==> src/rtl/prime_pkg.sv <==
// ---------------------------------------------------------------------------
// prime_pkg
// Shared definitions for the prime search engine: search modes, the control
// state encoding and the default build parameters (20-bit search space,
// 1 ms elapsed tick at 50 MHz).
// ---------------------------------------------------------------------------
package prime_pkg;

    // Search direction, sampled together with start
    localparam logic MODE_BELOW = 1'b0;   // largest prime strictly below limit
    localparam logic MODE_ABOVE = 1'b1;   // smallest prime strictly above limit

    // Default build parameters
    localparam int DEFAULT_WIDTH      = 20;
    localparam int DEFAULT_TICK_DIV   = 50000;
    localparam int DEFAULT_TIME_WIDTH = 20;

    // Control states of the search engine
    typedef enum logic [2:0] {
        S_IDLE,
        S_INIT,
        S_CAND,
        S_SETUP,
        S_DIV,
        S_CHECK,
        S_DONE
    } state_e;

endpackage

==> src/rtl/prime_search_engine_if.sv <==
// ---------------------------------------------------------------------------
// prime_search_engine_if
// Request/result bundle between the input state machine (master) and the
// prime search engine (slave).
//   start, abort, mode, limit   : master -> engine
//   busy, done, found, prime,
//   elapsed                     : engine -> master / display path
// ---------------------------------------------------------------------------
interface prime_search_engine_if
    import prime_pkg::*;
#(
    parameter int WIDTH      = DEFAULT_WIDTH,
    parameter int TIME_WIDTH = DEFAULT_TIME_WIDTH
);
    logic                  start;
    logic                  abort;
    logic                  mode;
    logic [WIDTH-1:0]      limit;
    logic                  busy;
    logic                  done;
    logic                  found;
    logic [WIDTH-1:0]      prime;
    logic [TIME_WIDTH-1:0] elapsed;

    modport master (
        output start, abort, mode, limit,
        input  busy, done, found, prime, elapsed
    );

    modport slave (
        input  start, abort, mode, limit,
        output busy, done, found, prime, elapsed
    );

endinterface

==> src/rtl/prime_remainder.sv <==
// ---------------------------------------------------------------------------
// prime_remainder
// Restoring shift-subtract divider that only produces the remainder.
// A go pulse loads dividend/divisor; WIDTH shift-subtract steps follow and
// rem_valid pulses for one cycle together with the final remainder, WIDTH+1
// cycles after the go cycle. rem holds until the next go. clear cancels a
// division in flight so no stale rem_valid can leak into a later search.
// Ports:
//   clk, Reset_n : clock, asynchronous active-low reset
//   clear        : cancel the running division
//   go           : start a division (ignored while clear is high)
//   dividend     : WIDTH-bit dividend, sampled on go
//   divisor      : WIDTH-bit divisor (non-zero), sampled on go
//   rem          : remainder of the last completed division
//   rem_valid    : one-cycle pulse when rem is fresh
// ---------------------------------------------------------------------------
module prime_remainder
    import prime_pkg::*;
#(
    parameter int WIDTH = DEFAULT_WIDTH
) (
    input  logic             clk,
    input  logic             Reset_n,
    input  logic             clear,
    input  logic             go,
    input  logic [WIDTH-1:0] dividend,
    input  logic [WIDTH-1:0] divisor,
    output logic [WIDTH-1:0] rem,
    output logic             rem_valid
);

    localparam int CNT_WIDTH = $clog2(WIDTH + 1);

    logic [WIDTH-1:0]     rem_q, rem_d;
    logic [WIDTH-1:0]     shift_q, shift_d;
    logic [WIDTH-1:0]     dsr_q, dsr_d;
    logic [CNT_WIDTH-1:0] cnt_q, cnt_d;
    logic                 valid_q, valid_d;
    logic [WIDTH:0]       trial;

    // One restoring step per cycle: bring down the next dividend bit and
    // subtract the divisor whenever the partial remainder allows it. The
    // partial remainder always stays below the divisor, so the difference
    // fits back into WIDTH bits.
    always_comb begin
        rem_d   = rem_q;
        shift_d = shift_q;
        dsr_d   = dsr_q;
        cnt_d   = cnt_q;
        valid_d = 1'b0;
        trial   = {rem_q, shift_q[WIDTH-1]};
        if (clear) begin
            cnt_d = '0;
        end else if (go) begin
            rem_d   = '0;
            shift_d = dividend;
            dsr_d   = divisor;
            cnt_d   = CNT_WIDTH'(WIDTH);
        end else if (cnt_q != '0) begin
            shift_d = {shift_q[WIDTH-2:0], 1'b0};
            if (trial >= {1'b0, dsr_q}) begin
                rem_d = trial[WIDTH-1:0] - dsr_q;
            end else begin
                rem_d = trial[WIDTH-1:0];
            end
            cnt_d = cnt_q - CNT_WIDTH'(1);
            if (cnt_q == CNT_WIDTH'(1)) begin
                valid_d = 1'b1;
            end
        end
    end

    always_ff @(posedge clk or negedge Reset_n) begin
        if (!Reset_n) begin
            rem_q   <= '0;
            shift_q <= '0;
            dsr_q   <= '0;
            cnt_q   <= '0;
            valid_q <= 1'b0;
        end else begin
            rem_q   <= rem_d;
            shift_q <= shift_d;
            dsr_q   <= dsr_d;
            cnt_q   <= cnt_d;
            valid_q <= valid_d;
        end
    end

    assign rem       = rem_q;
    assign rem_valid = valid_q;

endmodule

==> src/rtl/prime_search_engine.sv <==
// ---------------------------------------------------------------------------
// prime_search_engine
// Searches for the largest prime below (mode 0) or the smallest prime above
// (mode 1) a WIDTH-bit limit by odd trial division, reports the result with
// a one-cycle done pulse and measures its own run time in elapsed ticks.
// Ports:
//   clk, Reset_n : clock, asynchronous active-low reset
//   bus (slave)  : start/abort/mode/limit in; busy/done/found/prime/elapsed
//                  out, all outputs registered
// Parameters:
//   WIDTH      : limit / candidate / divisor / prime width
//   TICK_DIV   : clk cycles per elapsed tick (>= 1)
//   TIME_WIDTH : elapsed counter width (saturating)
// ---------------------------------------------------------------------------
module prime_search_engine
    import prime_pkg::*;
#(
    parameter int WIDTH      = DEFAULT_WIDTH,
    parameter int TICK_DIV   = DEFAULT_TICK_DIV,
    parameter int TIME_WIDTH = DEFAULT_TIME_WIDTH
) (
    input  logic                 clk,
    input  logic                 Reset_n,
    prime_search_engine_if.slave bus
);

    localparam int SQ_WIDTH  = 2 * WIDTH;
    localparam int PRE_WIDTH = (TICK_DIV > 1) ? $clog2(TICK_DIV) : 1;

    localparam logic [PRE_WIDTH-1:0]  PRE_LAST   = PRE_WIDTH'(TICK_DIV - 1);
    localparam logic [WIDTH-1:0]      CAND_ONE   = WIDTH'(1);
    localparam logic [WIDTH-1:0]      CAND_TWO   = WIDTH'(2);
    localparam logic [WIDTH-1:0]      CAND_THREE = WIDTH'(3);
    localparam logic [WIDTH-1:0]      CAND_MAX   = {WIDTH{1'b1}};
    localparam logic [WIDTH-1:0]      DIV_FIRST  = WIDTH'(3);
    localparam logic [SQ_WIDTH-1:0]   SQ_FIRST   = SQ_WIDTH'(9);
    localparam logic [SQ_WIDTH-1:0]   SQ_FOUR    = SQ_WIDTH'(4);
    localparam logic [TIME_WIDTH-1:0] TIME_MAX   = {TIME_WIDTH{1'b1}};

    state_e                state_q, state_d;
    logic                  mode_q, mode_d;
    logic [WIDTH-1:0]      limit_q, limit_d;
    logic [WIDTH-1:0]      cand_q, cand_d;
    logic [WIDTH-1:0]      div_q, div_d;
    logic [SQ_WIDTH-1:0]   sq_q, sq_d;
    logic                  go_q, go_d;
    logic                  busy_q, busy_d;
    logic                  done_q, done_d;
    logic                  found_q, found_d;
    logic [WIDTH-1:0]      prime_q, prime_d;
    logic [PRE_WIDTH-1:0]  pre_q, pre_d;
    logic [TIME_WIDTH-1:0] elapsed_q, elapsed_d;

    logic                  abort_hit;
    logic                  start_accept;
    logic [WIDTH-1:0]      step_cand;
    logic                  step_end;
    logic                  fin;
    logic                  fin_found;
    logic [SQ_WIDTH-1:0]   div_x4;
    logic [WIDTH-1:0]      rem;
    logic                  rem_valid;

    // Abort only matters while a search is running; it also cancels the
    // divider so a late rem_valid cannot be taken by the next search.
    assign abort_hit    = bus.abort && busy_q;
    assign start_accept = (state_q == S_IDLE) && bus.start;
    assign div_x4       = {{(WIDTH - 2){1'b0}}, div_q, 2'b00};

    prime_remainder #(
        .WIDTH (WIDTH)
    ) u_remainder (
        .clk       (clk),
        .Reset_n   (Reset_n),
        .clear     (abort_hit),
        .go        (go_q),
        .dividend  (cand_q),
        .divisor   (div_q),
        .rem       (rem),
        .rem_valid (rem_valid)
    );

    // Next candidate in the search direction and whether stepping would run
    // off the end of the number range (below 2, or past all-ones).
    always_comb begin
        if (mode_q == MODE_ABOVE) begin
            step_cand = cand_q + CAND_ONE;
            step_end  = (cand_q == CAND_MAX);
        end else begin
            step_cand = cand_q - CAND_ONE;
            step_end  = (cand_q < CAND_TWO);
        end
    end

    // Search control. Trial division walks odd divisors d = 3, 5, 7, ...
    // while d*d <= candidate; d*d is tracked incrementally as sq, since
    // (d+2)^2 = d^2 + 4d + 4. Every path that ends the search funnels through
    // fin so the result registers and the done pulse update in one place.
    always_comb begin
        state_d   = state_q;
        mode_d    = mode_q;
        limit_d   = limit_q;
        cand_d    = cand_q;
        div_d     = div_q;
        sq_d      = sq_q;
        go_d      = 1'b0;
        busy_d    = busy_q;
        done_d    = 1'b0;
        found_d   = found_q;
        prime_d   = prime_q;
        fin       = 1'b0;
        fin_found = 1'b0;

        if (abort_hit) begin
            state_d = S_IDLE;
            busy_d  = 1'b0;
        end else begin
            case (state_q)
                S_IDLE: begin
                    if (bus.start) begin
                        state_d = S_INIT;
                        mode_d  = bus.mode;
                        limit_d = bus.limit;
                        busy_d  = 1'b1;
                    end
                end
                S_INIT: begin
                    if (mode_q == MODE_BELOW) begin
                        if (limit_q == '0) begin
                            fin = 1'b1;
                        end else begin
                            cand_d  = limit_q - CAND_ONE;
                            state_d = S_CAND;
                        end
                    end else begin
                        if (limit_q == CAND_MAX) begin
                            fin = 1'b1;
                        end else begin
                            cand_d  = limit_q + CAND_ONE;
                            state_d = S_CAND;
                        end
                    end
                end
                S_CAND: begin
                    if ((cand_q == CAND_TWO) || (cand_q == CAND_THREE)) begin
                        fin       = 1'b1;
                        fin_found = 1'b1;
                    end else if ((cand_q < CAND_TWO) || !cand_q[0]) begin
                        if (step_end) begin
                            fin = 1'b1;
                        end else begin
                            cand_d = step_cand;
                        end
                    end else begin
                        div_d   = DIV_FIRST;
                        sq_d    = SQ_FIRST;
                        state_d = S_SETUP;
                    end
                end
                S_SETUP: begin
                    if (sq_q > {{WIDTH{1'b0}}, cand_q}) begin
                        fin       = 1'b1;
                        fin_found = 1'b1;
                    end else begin
                        go_d    = 1'b1;
                        state_d = S_DIV;
                    end
                end
                S_DIV: begin
                    if (rem_valid) begin
                        state_d = S_CHECK;
                    end
                end
                S_CHECK: begin
                    if (rem == '0) begin
                        if (step_end) begin
                            fin = 1'b1;
                        end else begin
                            cand_d  = step_cand;
                            state_d = S_CAND;
                        end
                    end else begin
                        sq_d    = sq_q + div_x4 + SQ_FOUR;
                        div_d   = div_q + CAND_TWO;
                        state_d = S_SETUP;
                    end
                end
                S_DONE: begin
                    state_d = S_IDLE;
                end
                default: begin
                    state_d = S_IDLE;
                    busy_d  = 1'b0;
                end
            endcase

            if (fin) begin
                state_d = S_DONE;
                busy_d  = 1'b0;
                done_d  = 1'b1;
                found_d = fin_found;
                prime_d = fin_found ? cand_q : '0;
            end
        end
    end

    // Elapsed timer: the prescaler runs on every busy cycle and rolls the
    // saturating tick counter every TICK_DIV cycles. Both restart on an
    // accepted start and simply freeze once busy drops.
    always_comb begin
        pre_d     = pre_q;
        elapsed_d = elapsed_q;
        if (start_accept) begin
            pre_d     = '0;
            elapsed_d = '0;
        end else if (busy_q) begin
            if (pre_q == PRE_LAST) begin
                pre_d = '0;
                if (elapsed_q != TIME_MAX) begin
                    elapsed_d = elapsed_q + TIME_WIDTH'(1);
                end
            end else begin
                pre_d = pre_q + PRE_WIDTH'(1);
            end
        end
    end

    always_ff @(posedge clk or negedge Reset_n) begin
        if (!Reset_n) begin
            state_q   <= S_IDLE;
            mode_q    <= MODE_BELOW;
            limit_q   <= '0;
            cand_q    <= '0;
            div_q     <= '0;
            sq_q      <= '0;
            go_q      <= 1'b0;
            busy_q    <= 1'b0;
            done_q    <= 1'b0;
            found_q   <= 1'b0;
            prime_q   <= '0;
            pre_q     <= '0;
            elapsed_q <= '0;
        end else begin
            state_q   <= state_d;
            mode_q    <= mode_d;
            limit_q   <= limit_d;
            cand_q    <= cand_d;
            div_q     <= div_d;
            sq_q      <= sq_d;
            go_q      <= go_d;
            busy_q    <= busy_d;
            done_q    <= done_d;
            found_q   <= found_d;
            prime_q   <= prime_d;
            pre_q     <= pre_d;
            elapsed_q <= elapsed_d;
        end
    end

    assign bus.busy    = busy_q;
    assign bus.done    = done_q;
    assign bus.found   = found_q;
    assign bus.prime   = prime_q;
    assign bus.elapsed = elapsed_q;

endmodule

==> src/flat_wrapper.sv <==
// flat-port wrapper written by rule: the top's interface ports become plain ports
module prime_search_engine_flat import prime_pkg::*;
#(
    parameter int WIDTH      = DEFAULT_WIDTH,
    parameter int TICK_DIV   = DEFAULT_TICK_DIV,
    parameter int TIME_WIDTH = DEFAULT_TIME_WIDTH
)
  (clk, Reset_n, bus_start, bus_abort, bus_mode, bus_limit, bus_busy, bus_done, bus_found, bus_prime, bus_elapsed);
  prime_search_engine_if #(.WIDTH(WIDTH), .TIME_WIDTH(TIME_WIDTH)) bus_i ();
  input  logic clk;
  input  logic Reset_n;
  input wire logic [$bits(bus_i.start)-1:0] bus_start;
  input wire logic [$bits(bus_i.abort)-1:0] bus_abort;
  input wire logic [$bits(bus_i.mode)-1:0] bus_mode;
  input wire logic [$bits(bus_i.limit)-1:0] bus_limit;
  output wire logic [$bits(bus_i.busy)-1:0] bus_busy;
  output wire logic [$bits(bus_i.done)-1:0] bus_done;
  output wire logic [$bits(bus_i.found)-1:0] bus_found;
  output wire logic [$bits(bus_i.prime)-1:0] bus_prime;
  output wire logic [$bits(bus_i.elapsed)-1:0] bus_elapsed;
  assign bus_i.start = bus_start;
  assign bus_i.abort = bus_abort;
  assign bus_i.mode = bus_mode;
  assign bus_i.limit = bus_limit;
  assign bus_busy = bus_i.busy;
  assign bus_done = bus_i.done;
  assign bus_found = bus_i.found;
  assign bus_prime = bus_i.prime;
  assign bus_elapsed = bus_i.elapsed;
  prime_search_engine #(.WIDTH(WIDTH), .TICK_DIV(TICK_DIV), .TIME_WIDTH(TIME_WIDTH)) u_core (.clk(clk), .Reset_n(Reset_n), .bus(bus_i));
endmodule
==> config.mk <==
export PLATFORM = sky130hd
export DESIGN_NAME = prime_search_engine_flat
export DESIGN_NICKNAME = d
export VERILOG_FILES = /design/src/rtl/prime_pkg.sv /design/src/rtl/prime_search_engine_if.sv /design/src/rtl/prime_remainder.sv /design/src/rtl/prime_search_engine.sv /design/src/flat_wrapper.sv
export SDC_FILE = /design/constraint.sdc
export NUM_CORES = 1
export LEC_CHECK = 0
export ABC_AREA = 0
export CAP_MARGIN = 20
export CELL_PAD_IN_SITES_DETAIL_PLACEMENT = 0
export CELL_PAD_IN_SITES_GLOBAL_PLACEMENT = 2
export CORE_ASPECT_RATIO = 0.7
export CORE_MARGIN = 4
export CORE_UTILIZATION = 42
export CTS_CLUSTER_SIZE = 24
export DETAILED_ROUTE_END_ITERATION = 10
export PLACE_DENSITY_LB_ADDON = 0.1
export SYNTH_ARGS = -nofsm -noshare
export SYNTH_HDL_FRONTEND = slang
export SYNTH_SLANG_ARGS = --single-unit
==> constraint.sdc <==
create_clock -name clk -period 6.7 [get_ports clk]
set_clock_uncertainty 0.1 [all_clocks]
set_input_delay 1.34 -clock clk [delete_from_list [all_inputs] [get_ports clk]]
set_output_delay 1.34 -clock clk [all_outputs]
set_load 0.005 [all_outputs]
==> metrics.md, run 1 <==
| Metric | Value |
|---|---|
| Status | `finished clean` |
| IO Port Bufs | `between 60 and 70` |
| Post-route ant nets | `0` |
| Root buf cell | `clkbuf_16` |
| Slew Viols, Final | `0` |
| GR Layer Usage met1 | `approximately 36%` |
| Post-DP Area | `15,000 um2` |
| Clock latency at the later pin of the worst-skew pair | `540 ps` |
| Vias post-DR | `about 11,000` |
| Initial antenna violation count | `0` |
| Fin crit share | `64.3%` |
| Commonest cells in the netlist | `229 x dfrtp_1, 159 x nand2_1, 134 x o21ai_0, 117 x nor2_1, 103 x ha_1` |
| Post-route setup slack | `about 2400 ps` |
| Vias in the first global route | `about 11,000` |
| Post_cts resized | `0` |
| Pre-antenna DRT Iters | `5` |
| CTS tree | `built` |
| Syn Area/Cell | `approximately 9.3 um2` |
| Share of post-route cells with drive strength above 1 | `under 10%` |
| Leak | `7.25 nW` |
| Mapped Nets | `~1,600` |
| Number of synthesis warnings | `0` |
| ANT cells | `0` |
| Max IR drop VDD | `0.423 mV` |
| Iter 0 DRT Violations | `approximately 900` |
| Post-DR wirelength/cell | `approximately 19 um` |
| Gr usage total | `around a fifth` |
| Critical path capture point type | `register` |
| Core Box Area | `32,500 um2` |
| CTS Sinks | `229` |
| Design Area, Final | `~16,000 um2` |
| Slowest-stage cell, CP | `nor2_4` |
| Post-synthesis sequential area ratio | `about two fifths` |
| Critical Path Source | `u_core.state_q[2]` |
| Reg-to-reg startpoint | `u_core.state_q[2]` |
| WP buf/inv | `0` |
| Vias per cell | `between 5 and 6` |
| Die span in y | `160 um` |
| Detailed-route wire length | `~38,000 um` |
| CTS clk-pin slew, worst paths | `approximately 60 ps` |
| Final net count | `roughly 1,700` |
| Share of the synthesized area in the top cell type | `between 40% and 50%` |
| Layout fillers | `3,088` |
| Final HPWL DP | `~27,000 um` |
| M2 GR Usage | `roughly 28%` |
| Area Overhead vs Synth | `14.0%` |
| Async set-reset flop share out of synthesis | `100%` |
| Row Count | `55` |
| CTS Buf Count | `25` |
| Crit Path Class | `reg2reg` |
| CP Cell Sequence | `and3b_1, nor2_4, mux2i_2, fa_1, nor2b_1, o21ai_0, a21boi_0, o21ai_0, a21o_1, a211oi_1, o21a_1, or4b_1, o211ai_1` |
| Final Setup Violations | `0` |
| Hold WS | `about 360 ps` |
| Slew headroom | `around 29%` |
| Crit Path Max Fanout | `37` |
| IO Pins | `slightly below 70` |
| Synthesized area | `13,900 um2` |
| Layout Cells excl Fill | `about 2,000` |
| Unrepaired setup endpoints after global routing | `false` |
| Cells on worst reg2reg path | `13` |
| Fin crit period | `4310 ps` |
| Fmax | `0.232 GHz` |
| Most frequent cell after synthesis | `dfrtp_1` |
| Gpl congestion | `0.832` |
| Worst setup endpoint | `u_core.cand_q[14]` |
| Yosys cell types | `76` |
| Final Hold Viols | `0` |
| Max cap viols | `0` |
| Sequential cell area | `5730 um2` |
| Final TNS setup | `0 ps` |
| DIE WIDTH | `226 um` |
| Number of cells on the critical path | `13` |
| R2r endpoint | `u_core.cand_q[14]` |
| Req. time, crit path | `about 7100 ps` |
| DP Cell Count | `around 2,000` |
| Seq cells post-synth | `roughly 230` |
| First-pass GRT wire length | `60,800 um` |
| Reg2reg setup slack | `between 2000 and 2500 ps` |
| Post-CTS Hold Buffers | `0` |
| Setup bufs post-CTS | `0` |
| Post-Syn Instances | `between 1,000 and 1,500` |
| Power Density | `~470 nW/um2` |
| Slowest Stage Delay on Critical Path | `590 ps` |
| Largest net degree at the start of global routing | `between 100 and 150` |
| Met3 usage | `between 2 and 3%` |
| Busiest grt layer | `met1` |
| GRT overflow | `0` |
| Worst EP arrival | `between 4000 and 5000 ps` |
| Ys flop type | `dfrtp_1` |
| Place WS | `approximately 2400 ps` |
| Initial Util | `42.9%` |
| Number of synthesized flops with an enable pin | `0` |
| Die area | `about 36,000 um2` |
| Worst-Margin Slew | `about 1100 ps` |
| Synth area leader | `dfrtp_1` |
| H-tree depth | `1` |
| Largest buffer count on any clock path | `3` |
| Synth top area cells | `dfrtp_1 41%, ha_1 9.3%, o21ai_0 4.8%` |
| Worst min-delay path class | `reg2reg` |
| Multi-input logic area | `7710 um2` |
| Largest delay contributor family on the critical path | `simple AND/OR/NAND/NOR gates` |
| # DRC | `0` |
| Most common cell on crit path | `o21ai_0` |
| CP startpoint kind | `register` |
cells by family (layout without fill, tap and decap cells):
logic type      Yosys count  after routing  synth area share, %
xor+xnor                 81             81                 5.15
simple gates            513            513                 18.3
compound gates          377            377                 17.6
fa+ha+maj               106            106                 9.68
flops                   229            229                 41.1
mux                      59             59                 4.52
buf+inv                 133            202                 3.67
state kept, by name, indices dropped and copies added, names as in the netlist:
register,count
u_core.bus.done,1
u_core.bus.prime,20
u_core.limit_q,20
u_core.u_remainder.shift_q,20
u_core.cand_q,20
u_core.bus.found,1
u_core.u_remainder.dsr_q,20
u_core.mode_q,1
u_core.div_q,20
u_core.u_remainder.cnt_q,5
u_core.state_q,3
u_core.go_q,1
u_core.u_remainder.rem,20
u_core.sq_q,39
u_core.bus.elapsed,20
u_core.pre_q,16
u_core.bus.busy,1
u_core.u_remainder.rem_valid,1
per-layer routing:
| layer | vias to the layer above | wire length (um) |
|---|---|---|
| li1 | 5520 | - |
| met1 | 5342 | 21200 |
| met2 | 179 | 14500 |
| met3 | 25 | 1470 |
| met4 | 0 | 397 |
| met5 | - | 0 |
through the flow:
step / utilization, % / power [mW]
finish: 48.9 / 7.45
global placement: 46.3 / 5.98
floorplan: - / 5.03
CTS: 48.9 / 7.50
global route: 48.9 / 8.10
detailed placement: 46.3 / 6.02
how the worst min path moves through the flow:
stage                         from             end  slack [ps]  cells past startpoint
floorplan           u_core.sq_q[0]  u_core.sq_q[0]         320                      2
global placement    u_core.sq_q[0]  u_core.sq_q[0]         330                      2
detailed placement  u_core.sq_q[0]  u_core.sq_q[0]         340                      2
CTS                 u_core.sq_q[0]  u_core.sq_q[0]         350                      2
global route        u_core.sq_q[0]  u_core.sq_q[0]         380                      2
finish              u_core.sq_q[0]  u_core.sq_q[0]         360                      2
area by class of cell:
class / instances / share of cell area (%)
clock buffers: 36 / 4.45
flip-flops and latches: 229 / 36.1
well taps: 427 / 3.36
inverters: 77 / 1.82
clock inverters: 10 / 0.827
repair buffers: 79 / 4.90
multi-input cells: 1136 / 48.6
report_power, final:
group	internal [mW]	leakage [nW]	switching (mW)
Sequential	1.74	3.02	0.447
Combinational	1.60	3.82	2.22
Clock	0.849	0.412	0.588
cells in the final DEF, fill, tap and decap left out, types with 29 or more instances in the layout:
cell	n
dfrtp_1	229
nand2_1	159
o21ai_0	133
nor2_1	117
ha_1	103
inv_1	77
a21oi_1	69
clkdlybuf4s50_1	66
xor2_1	45
xnor2_1	35
a22o_1	33
mux2i_1	33
nand3_1	31
and3_1	29
worst reg2reg max path: cells and delay by family (launching register included):
| kind | cells | cell delay (ps) |
|---|---|---|
| simple gates | 4 | 1560 |
| compound gates | 7 | 1290 |
| flops | 1 | 560 |
| mux | 1 | 440 |
| fa+ha+maj | 1 | 280 |
Note: power is estimated with default switching activity, not from simulation.
==> run 2: changes to the inputs <==
CORE_UTILIZATION = 35   (was 42)
clock period = 3.9 ns   (was 6.7 ns; I/O delays follow)
==> run 2 against run 1 <==
- non-clock buffer count grew 35
- global-route usage shrank 1.9 points
- sequential power grew 65%
- worst hold slack lost 260 ps
- maximum frequency grew 18%
- routed wire length grew 7.7%
- combinational power grew 86%
- clock power grew 85%
- count of clock-buffer cells in the layout grew 2
- highest routed layer unchanged
==> metrics.md, run 2 (same netlist as run 1, synthesis figures left out) <==
| Metric | Value |
|---|---|
| Status | `finished clean` |
| Crit Path Class | `reg2reg` |
| Slew Viols, Final | `0 (unchanged)` |
| Final Setup Violations | `0 (unchanged)` |
| Post-CTS Hold Buffers | `0 (unchanged)` |
| Fmax | `0.275 GHz (+18%)` |
| Crit Path Max Fanout | `18 (-51%)` |
| Worst EP arrival | `4010 ps (-660 ps)` |
| Cells on worst reg2reg path | `13 (unchanged)` |
| CTS clk-pin slew, worst paths | `60 ps (about the same)` |
| Vias in the first global route | `10,700 (+1.5%)` |
| Final Hold Viols | `0 (unchanged)` |
| Vias per cell | `5.21 (-6.1%)` |
| Detailed-route wire length | `40,400 um (+7.7%)` |
| Area Overhead vs Synth | `17.9%` |
| Fin util | `42.2% (-6.7 points)` |
| Hold WS | `101 ps (-261 ps)` |
| Slowest-stage cell, CP | `a211oi_4` |
| Post-route setup slack | `258 ps (-2130 ps)` |
| CP startpoint kind | `register` |
| Gpl congestion | `0.840 (+0.95%)` |
| Post-DR wirelength/cell | `19.0 um (+0.76%)` |
| CTS tree | `built` |
| Post-route ant nets | `0 (unchanged)` |
| # DRC | `0 (unchanged)` |
| Most common cell after layout, fill and taps aside | `dfrtp_1` |
| Reg2reg setup slack | `260 ps (-2130 ps)` |
| Final TNS setup | `0 ps (unchanged)` |
| CTS Sinks | `229 (unchanged)` |
| Initial Util | `35.8% (-7.1 points)` |
| Iter 0 DRT Violations | `811 (-10%)` |
| Row Count | `60 (+9.1%)` |
| Worst-Margin Slew | `719 ps (-344 ps)` |
| Die span in y | `175 um (+9.1%)` |
| Fin crit period | `3640 ps (-667 ps)` |
| Share of post-route cells with drive strength above 1 | `8.67% (+2.5 points)` |
| Highest-count cells in the layout ignoring fill and taps | `229 x dfrtp_1, 159 x nand2_1, 133 x o21ai_0` |
| Power Density | `817 nW/um2 (+74%)` |
| Leak | `7.48 nW (+3.2%)` |
| IO Port Bufs | `67 (unchanged)` |
| Initial antenna violation count | `1 (+1)` |
| Core Box Area | `38,900 um2 (+20%)` |
| Vias post-DR | `11,100 (+0.38%)` |
| ANT cells | `0 (unchanged)` |
| CTS Buf Count | `27 (+8.0%)` |
| Setup bufs post-CTS | `0 (unchanged)` |
| First-pass GRT wire length | `64,800 um (+6.6%)` |
| Largest net degree at the start of global routing | `84 (-32%)` |
| Slowest Stage Delay on Critical Path | `630 ps (+40 ps)` |
| Die area | `43,100 um2 (+19%)` |
| Place WS | `92.4 ps (-2310 ps)` |
| Clock latency at the later pin of the worst-skew pair | `560 ps (+20 ps)` |
| Critical path capture point type | `register` |
| Number of flip-flops under the largest register name | `39 (unchanged)` |
| Req. time, crit path | `4270 ps (-2790 ps)` |
| CP Cell Sequence | `ha_1, ha_1, inv_1, fa_1, nor2b_1, o21a_1, o21ai_0, a21oi_1, o211ai_1, a31oi_2, a211oi_4, o21ai_0, a21oi_1` |
| Pre-antenna DRT Iters | `5 (unchanged)` |
| H-tree depth | `1 (unchanged)` |
| Gr usage total | `18.8% (-1.9 points)` |
| Final HPWL DP | `30,100 um (+10%)` |
| Top reg by flops | `u_core.sq_q` |
| Root buf cell | `clkbuf_16` |
| GRT overflow | `0 (unchanged)` |
| Fin crit share | `93.4% (+29 points)` |
| Max IR drop VDD | `0.624 mV (+47%)` |
| Reg-to-reg startpoint | `u_core.div_q[1]` |
| Slew headroom | `51.9% (+23 points)` |
| Final net count | `1,716 (+2.2%)` |
| Layout fillers | `3,834 (+24%)` |
| DIE WIDTH | `246 um (+9.2%)` |
| IO Pins | `68 (unchanged)` |
| Worst min-delay path class | `in2async` |
| R2r endpoint | `u_core.sq_q[27]` |
| Largest buffer count on any clock path | `3 (unchanged)` |
| Max cap viols | `0 (unchanged)` |
[run 2: worst max path at each step]
| stage | start | end | depth (start not counted) |
|---|---|---|---|
| global route | u_core.div_q[1] | u_core.sq_q[25] | 13 |
| detailed placement | u_core.div_q[1] | u_core.sq_q[25] | 13 |
| floorplan | u_core.state_q[2] | u_core.cand_q[14] | 16 |
| CTS | u_core.div_q[1] | u_core.sq_q[25] | 13 |
| finish | u_core.div_q[1] | u_core.sq_q[27] | 13 |
| global placement | u_core.div_q[1] | u_core.sq_q[27] | 13 |
[run 2: critical path, delay by kind of cell (launching register included)]
family | cells | cell delay, ps
DFF | 1 | 440
adders and majority gates | 3 | 690
AOI/OAI and AO/OA | 8 | 2210
and+or+nand+nor | 1 | 60
buffers and inverters | 1 | 70
[run 2: final cells by class]
cell class,instances,area (um2),area share [%]
multi-input combinational,1136,7740,47.2
clock inverter,10,156,0.953
clock buffer,38,757,4.61
sequential,229,5730,34.9
timing repair buffer,114,1080,6.59
tap,527,659,4.02
inverter,77,289,1.76
[run 2: power by group]
group          total (mW)  internal [mW]  switching [mW]  leakage [nW]
combinational        7.14           2.99            4.15          4.01
sequential           3.61           2.99           0.622          3.02
clock                2.66           1.61            1.05         0.447
[run 2: routing by layer]
metal	vias to the layer above	share of wire (%)	GRT usage [%]
met2	161	37	23.9
met3	31	2.9	2.47
li1	5572	-	-
met4	0	1.2	2.53
met1	5344	59	32.9
met5	-	0	0
[run 2: metrics by stage]
step | instances | cell area [um2] | power [mW]
after floorplan | 1498 | 13900 | 8.64
after global placement | 2083 | 15500 | 10.7
after detailed placement | 2083 | 15500 | 10.7
after CTS | 2131 | 16400 | 13.5
after global routing | 2131 | 16400 | 14.6
final | 2131 | 16400 | 13.4
[run 2: what timing repair did]
action,4_1_cts,5_1_grt
endpoints found under the setup margin,0,12
resized for setup,0,8
endpoints found under the hold margin,0,0
